File: config.mk
export PLATFORM = sky130hd
export DESIGN_NAME = if_fetch
export DESIGN_NICKNAME = d
export VERILOG_FILES = /design/src/rtl/if_fetch_pkg.sv /design/src/rtl/if_byte_asm.sv /design/src/rtl/if_fetch.sv
export SDC_FILE = /design/constraint.sdc
export NUM_CORES = 1
export LEC_CHECK = 0
export ABC_CLOCK_PERIOD_IN_PS = 3140
export CORE_ASPECT_RATIO = 1.25
export CORE_UTILIZATION = 45
export DETAILED_ROUTE_END_ITERATION = 10
export PLACE_DENSITY_LB_ADDON = 0.1
export SETUP_SLACK_MARGIN = 0.3
export SYNTH_ARGS = -nofsm -noshare
export SYNTH_HDL_FRONTEND = slang
export SYNTH_SLANG_ARGS = --single-unit
File: constraint.sdc
create_clock -name clk -period 3.14 [get_ports clk]
set_input_delay 0.471 -clock clk [delete_from_list [all_inputs] [get_ports clk]]
set_output_delay 0.471 -clock clk [all_outputs]
set_load 0.05 [all_outputs]
File: src/rtl/if_fetch_pkg.sv
// Shared constants and state encoding for the instruction-fetch stage.
// Fetches one 32-bit instruction as four byte reads.
package if_fetch_pkg;

  localparam logic RST_ENABLE  = 1'b1;
  localparam logic CHIP_ENABLE = 1'b1;
  localparam int   INST_ADDR_W = 32;
  localparam int   INST_W      = 32;

  typedef enum logic [2:0] {
    ST_IDLE = 3'd0,
    ST_RD1  = 3'd1,
    ST_RD2  = 3'd2,
    ST_RD3  = 3'd3,
    ST_WB   = 3'd4
  } fetch_state_e;

  // Byte lane of asm that receives the read data arriving in a given RD state.
  function automatic logic [1:0] lane_of(input fetch_state_e s);
    case (s)
      ST_RD2:  lane_of = 2'd1;
      ST_RD3:  lane_of = 2'd2;
      default: lane_of = 2'd0;
    endcase
  endfunction

endpackage

File: src/rtl/if_byte_asm.sv
// Little-endian byte assembler: collects bytes 0..2 of an instruction and
// forms the full word with byte 3 taken straight from the RAM data bus.
module if_byte_asm
  import if_fetch_pkg::*;
(
  input  logic        clk,
  input  logic        rst,
  input  logic        cap,
  input  logic [1:0]  lane,
  input  logic [7:0]  din,
  output logic [31:0] word
);

  logic [23:0] asm_q;

  always_ff @(posedge clk) begin
    if (rst == RST_ENABLE) begin
      asm_q <= '0;
    end else if (cap) begin
      case (lane)
        2'd0:    asm_q[7:0]   <= din;
        2'd1:    asm_q[15:8]  <= din;
        2'd2:    asm_q[23:16] <= din;
        default: asm_q        <= asm_q;
      endcase
    end
  end

  assign word = {din, asm_q};

endmodule

File: src/rtl/if_fetch.sv
// Instruction-fetch stage: four byte reads from a synchronous RAM port,
// little-endian assembly, valid/ready handoff to decode, stall back to PC.
module if_fetch
  import if_fetch_pkg::*;
#(
  parameter int ADDR_WIDTH = INST_ADDR_W,
  parameter int INST_WIDTH = INST_W
) (
  input  logic                  clk,
  input  logic                  rst,
  input  logic                  ce,
  input  logic [ADDR_WIDTH-1:0] pc,
  input  logic                  flush,
  input  logic                  mem_busy,
  input  logic [7:0]            mem_din,
  output logic                  mem_rd,
  output logic [ADDR_WIDTH-1:0] mem_addr,
  output logic                  stall_req,
  output logic                  inst_valid,
  output logic [INST_WIDTH-1:0] inst,
  output logic [ADDR_WIDTH-1:0] inst_pc,
  input  logic                  id_ready
);

  fetch_state_e          state, state_nxt;
  logic                  pend, pend_nxt;
  logic                  start;
  logic [ADDR_WIDTH-1:0] fetch_pc;
  logic                  cap;
  logic [31:0]           asm_word;

  always_ff @(posedge clk) begin
    if (rst == RST_ENABLE) begin
      state    <= ST_IDLE;
      pend     <= 1'b0;
      fetch_pc <= '0;
    end else begin
      state <= state_nxt;
      pend  <= pend_nxt;
      if (start) fetch_pc <= pc;
    end
  end

  // A new fetch may only begin once the output slot is free or being drained.
  always_comb begin
    state_nxt = state;
    pend_nxt  = 1'b0;
    start     = 1'b0;
    mem_rd    = 1'b0;
    mem_addr  = '0;
    case (state)
      ST_IDLE: begin
        if (ce == CHIP_ENABLE && !mem_busy && (!inst_valid || id_ready)) begin
          start     = 1'b1;
          mem_rd    = 1'b1;
          mem_addr  = pc;
          pend_nxt  = 1'b1;
          state_nxt = ST_RD1;
        end
      end
      ST_RD1: begin
        if (!mem_busy) begin
          mem_rd    = 1'b1;
          mem_addr  = fetch_pc + ADDR_WIDTH'(1);
          pend_nxt  = 1'b1;
          state_nxt = ST_RD2;
        end
      end
      ST_RD2: begin
        if (!mem_busy) begin
          mem_rd    = 1'b1;
          mem_addr  = fetch_pc + ADDR_WIDTH'(2);
          pend_nxt  = 1'b1;
          state_nxt = ST_RD3;
        end
      end
      ST_RD3: begin
        if (!mem_busy) begin
          mem_rd    = 1'b1;
          mem_addr  = fetch_pc + ADDR_WIDTH'(3);
          pend_nxt  = 1'b1;
          state_nxt = ST_WB;
        end
      end
      ST_WB:   state_nxt = ST_IDLE;
      default: state_nxt = ST_IDLE;
    endcase
    // Flush or reset: nothing goes out on the RAM port this cycle.
    if (flush || rst == RST_ENABLE) begin
      start     = 1'b0;
      mem_rd    = 1'b0;
      mem_addr  = '0;
      pend_nxt  = 1'b0;
      state_nxt = ST_IDLE;
    end
  end

  assign cap       = pend && (state inside {ST_RD1, ST_RD2, ST_RD3});
  assign stall_req = (state != ST_WB);

  if_byte_asm u_asm (
    .clk  (clk),
    .rst  (rst),
    .cap  (cap),
    .lane (lane_of(state)),
    .din  (mem_din),
    .word (asm_word)
  );

  // Output slot: flush beats WB completion, which beats the decode handshake.
  always_ff @(posedge clk) begin
    if (rst == RST_ENABLE) begin
      inst_valid <= 1'b0;
      inst       <= '0;
      inst_pc    <= '0;
    end else if (flush) begin
      inst_valid <= 1'b0;
    end else if (state == ST_WB) begin
      inst_valid <= 1'b1;
      inst       <= INST_WIDTH'(asm_word);
      inst_pc    <= fetch_pc;
    end else if (inst_valid && id_ready) begin
      inst_valid <= 1'b0;
    end
  end

endmodule

==> results.json <==
{
  "status": "completed",
  "p_sw_w": 0.00103,
  "synth_nets": 949,
  "r2r_end": "fetch_pc[31]$_SDFFE_PP0P_",
  "finalMaxSlewViolations": 0,
  "fin_util_pct": 75.1,
  "setup-violations-final": 0,
  "tns_ns": 0,
  "finalClockSkew_ns": 0.00775,
  "port_buffers": 144,
  "combPwrFrac_pct": 9.2,
  "core_um2": 13800,
  "die-area_um2": 14700,
  "crit_path_top_delay_cell": "or4b_4",
  "first_pass_iters": 6,
  "rsz0062_at_grt": "true",
  "clkTransAtPathRegs_ns": 0.06,
  "cts_sinks": 125,
  "syn_inst": 899,
  "finalHoldWorstSlack_ns": 0.447,
  "reg2reg_from": "state[1]$_SDFFE_PP0P_",
  "max_slew_margin_pct": 51.3,
  "drc": 0,
  "place_hpwl_um": 18000,
  "grt_overflow": 0,
  "syn2layout_area_growth_pct": 62.4,
  "hold_buffers": 0,
  "drv_cap": 0,
  "place_ws_ns": 0.189,
  "numCtsBuffers": 17,
  "place_inst": 1225,
  "grt_pass1_vias": 7370,
  "clk_path_buf_depth": 2,
  "fin_cells": 1293,
  "clkPwrFrac_pct": 51.1,
  "p_int_w": 0.00305,
  "worst-path-buf-inv": 3,
  "clockRootBuffer": "clkbuf_16",
  "vias": 7792,
  "regArea_um2": 2570,
  "fin_ws_ns": 0.175,
  "vias_per_cell": 6.03,
  "nFillCells": 1031,
  "r2r_cells": 9,
  "worstHoldEndpoint": "inst[13]$_SDFFE_PP0P_",
  "yosys_most_used_dff": "dfxtp_1",
  "p_seq_share_pct": 39.7,
  "wl_per_cell_um": 20.1,
  "cp_cell_sequence": "inv_4, ha_4, buf_6, a21o_1, nand2_1, or4b_4, mux2i_4, o31ai_4, clkbuf_16",
  "switching_share_pct": 25.3,
  "cts_tree": "done",
  "drive_above_1_share_pct": 28.1,
  "fin_crit_ns": 2.96,
  "required_ns": 2.67,
  "critPathLaunch": "fetch_pc[1]$_SDFFE_PP0P_",
  "postSynth.asyncResetShare_pct": 0,
  "period_share_pct": 94.4,
  "worstSetupPathType": "reg2out",
  "startpoint_type": "flop",
  "worstSetupEndpointType": "primary output",
  "r2r_setup_slack_ns": 0.96,
  "ant_nets": 0,
  "antenna_found_initial": 0,
  "grt_usage_pct": 35.6,
  "hold_start": "u_asm.asm_q[13]$_SDFFE_PP0P_",
  "synth.cell_area_um2": 6390,
  "hold_viol": 0,
  "dieHeight_um": 135,
  "ys_warn_count": 0,
  "postSynthRegisterBits": 125,
  "critPathTopFamily": "simple AND/OR/NAND/NOR gates",
  "synth.avg_cell_area_um2": 7.11,
  "grt_pass1_wl_um": 39600,
  "multi_input_area_um2": 4110,
  "rows": 48,
  "grt_max_degree": 72,
  "ir_worst_vdd_mv": 0.467,
  "place_congestion": 0.967,
  "synth-edff-count": 0,
  "hold_class": "reg2reg",
  "critPathMaxFanout": 4,
  "ys_seq_area_share_pct": 39.2,
  "drt-initial-drc-count": 827,
  "drt_wl_total_um": 26000,
  "synth.distinct_cells": 64,
  "crit_arrival_ns": 2.49,
  "io_pins": 145,
  "htreeDepth": 4,
  "clk-insertion-delay-late_ns": 0.42,
  "leakagePower_nw": 3.66,
  "die_w_um": 109,
  "n_antenna_cell": 0,
  "start_util_pct": 46.3,
  "powerDensity_nw_per_um2": 393,
  "finalNetCount": 1155,
  "fmax_ghz": 0.337,
  "hold_depth": 2,
  "slowest_delay_ns": 0.51,
  "max_slew.worst_pin.slew_ns": 0.731
}
[worst register-to-register path, stage by stage (launching register included)]
cell     delay, ns
dfxtp_4       0.38
buf_6         0.12
or3_4         0.35
buf_12        0.14
nor4_4        0.19
buf_6         0.20
buf_4         0.17
nor2_1        0.09
buf_4         0.24
a22o_1        0.18
[power by group through the flow]
stage,Combinational [W],Sequential (W),Clock (W)
6_report,0.000375,0.00162,0.00209
3_3_place_gp,0.000314,0.00166,0
5_1_grt,0.000389,0.00162,0.00217
2_1_floorplan,0.000150,0.00164,0
4_1_cts,0.000354,0.00162,0.00210
3_5_place_dp,0.000313,0.00166,0
[metrics by stage]
step / total power [W] / instance area [µm²]
floorplan: 0.00179 / 6490
global placement: 0.00198 / 8830
detailed placement: 0.00198 / 8830
CTS: 0.00407 / 10100
global route: 0.00418 / 10400
finish: 0.00408 / 10400
[registers in the layout, indices dropped and copies added, names as in the netlist]
signal,count
u_asm.asm_q,24
pend,1
state,3
fetch_pc,32
inst_valid,1
inst_pc,32
inst,32
[synth_stat cells, types with 4 or more instances]
cell type,count,area share [%]
a32oi_1,6,0.82
clkbuf_1,60,3.5
a21oi_1,132,10
a22oi_1,4,0.47
a211oi_1,5,0.59
a22o_1,4,0.55
nor3_1,20,1.6
mux2i_1,4,0.63
o21ai_0,36,2.8
nor2_1,37,2.2
a221oi_1,4,0.55
nor2b_1,6,0.59
buf_2,12,0.94
ha_1,4,0.78
nor4_1,9,0.88
o31ai_1,13,1.5
o22ai_1,5,0.49
or3_1,6,0.59
a31oi_1,11,1.1
and2_1,5,0.49
nor3b_1,5,0.59
or2_2,4,0.39
nand3_1,12,0.94
inv_1,11,0.65
and4_1,4,0.55
dfxtp_1,125,39
nand2b_1,7,0.69
nand2_1,276,16
nand4_1,14,1.4
[cells in the final DEF (no fill, tap or decap), types with 5 or more instances in the layout]
| cell | instances |
|---|---|
| nand2_1 | 272 |
| a21oi_1 | 126 |
| clkdlybuf4s50_1 | 108 |
| dfxtp_1 | 102 |
| buf_4 | 100 |
| buf_12 | 35 |
| nor2_1 | 26 |
| o21ai_0 | 20 |
| clkbuf_16 | 19 |
| dfxtp_4 | 17 |
| buf_6 | 15 |
| nand4_1 | 14 |
| nor3_1 | 11 |
| inv_1 | 10 |
| nand3_1 | 10 |
| nor3_2 | 9 |
| o31ai_2 | 9 |
| o21ai_2 | 9 |
| nor2_4 | 8 |
| o21ai_1 | 7 |
| a21oi_2 | 6 |
| a31oi_1 | 6 |
| dfxtp_2 | 6 |
| and2_1 | 5 |
| o22ai_1 | 5 |
[final cells by class]
cell class | instances | area share, %
multi-input combinational | 686 | 39.6
inverter | 11 | 0.422
tap | 175 | 2.11
clock buffer | 18 | 4.23
timing repair buffer | 264 | 27.1
clock inverter | 14 | 1.74
sequential | 125 | 24.8
[logic make-up after synthesis]
family / share of synthesized area (%)
compound gates: 24.3
fa+ha+maj: 0.783
buf+inv: 5.54
simple gates: 29.4
flops: 39.2
mux: 0.627
xor+xnor: 0.137
[what timing repair did]
action	in CTS	in global routing
setup buffers	29	7
pin swaps	31	18
resized for setup	103	60
setup endpoints to repair	31	31
[worst max path at each step]
stage | slack [ns] | depth (start not counted) | end
2_1_floorplan | -0.09 | 5 | mem_addr[11]
3_3_place_gp | 0.22 | 8 | mem_addr[28]
3_5_place_dp | 0.19 | 9 | mem_addr[7]
4_1_cts | 0.23 | 9 | mem_addr[27]
5_1_grt | 0.11 | 9 | mem_addr[27]
6_report | 0.18 | 9 | mem_addr[27]
[layer usage]
layer / vias to the layer above / track usage [%] / wire (µm)
met1: 3679 / 41.0 / 9840
met4: 0 / 21.2 / 1470
met5: - / 0 / 0
met2: 425 / 60.5 / 12900
met3: 119 / 6.64 / 1840
li1: 3569 / - / -
(Power assumes the default switching activity.)
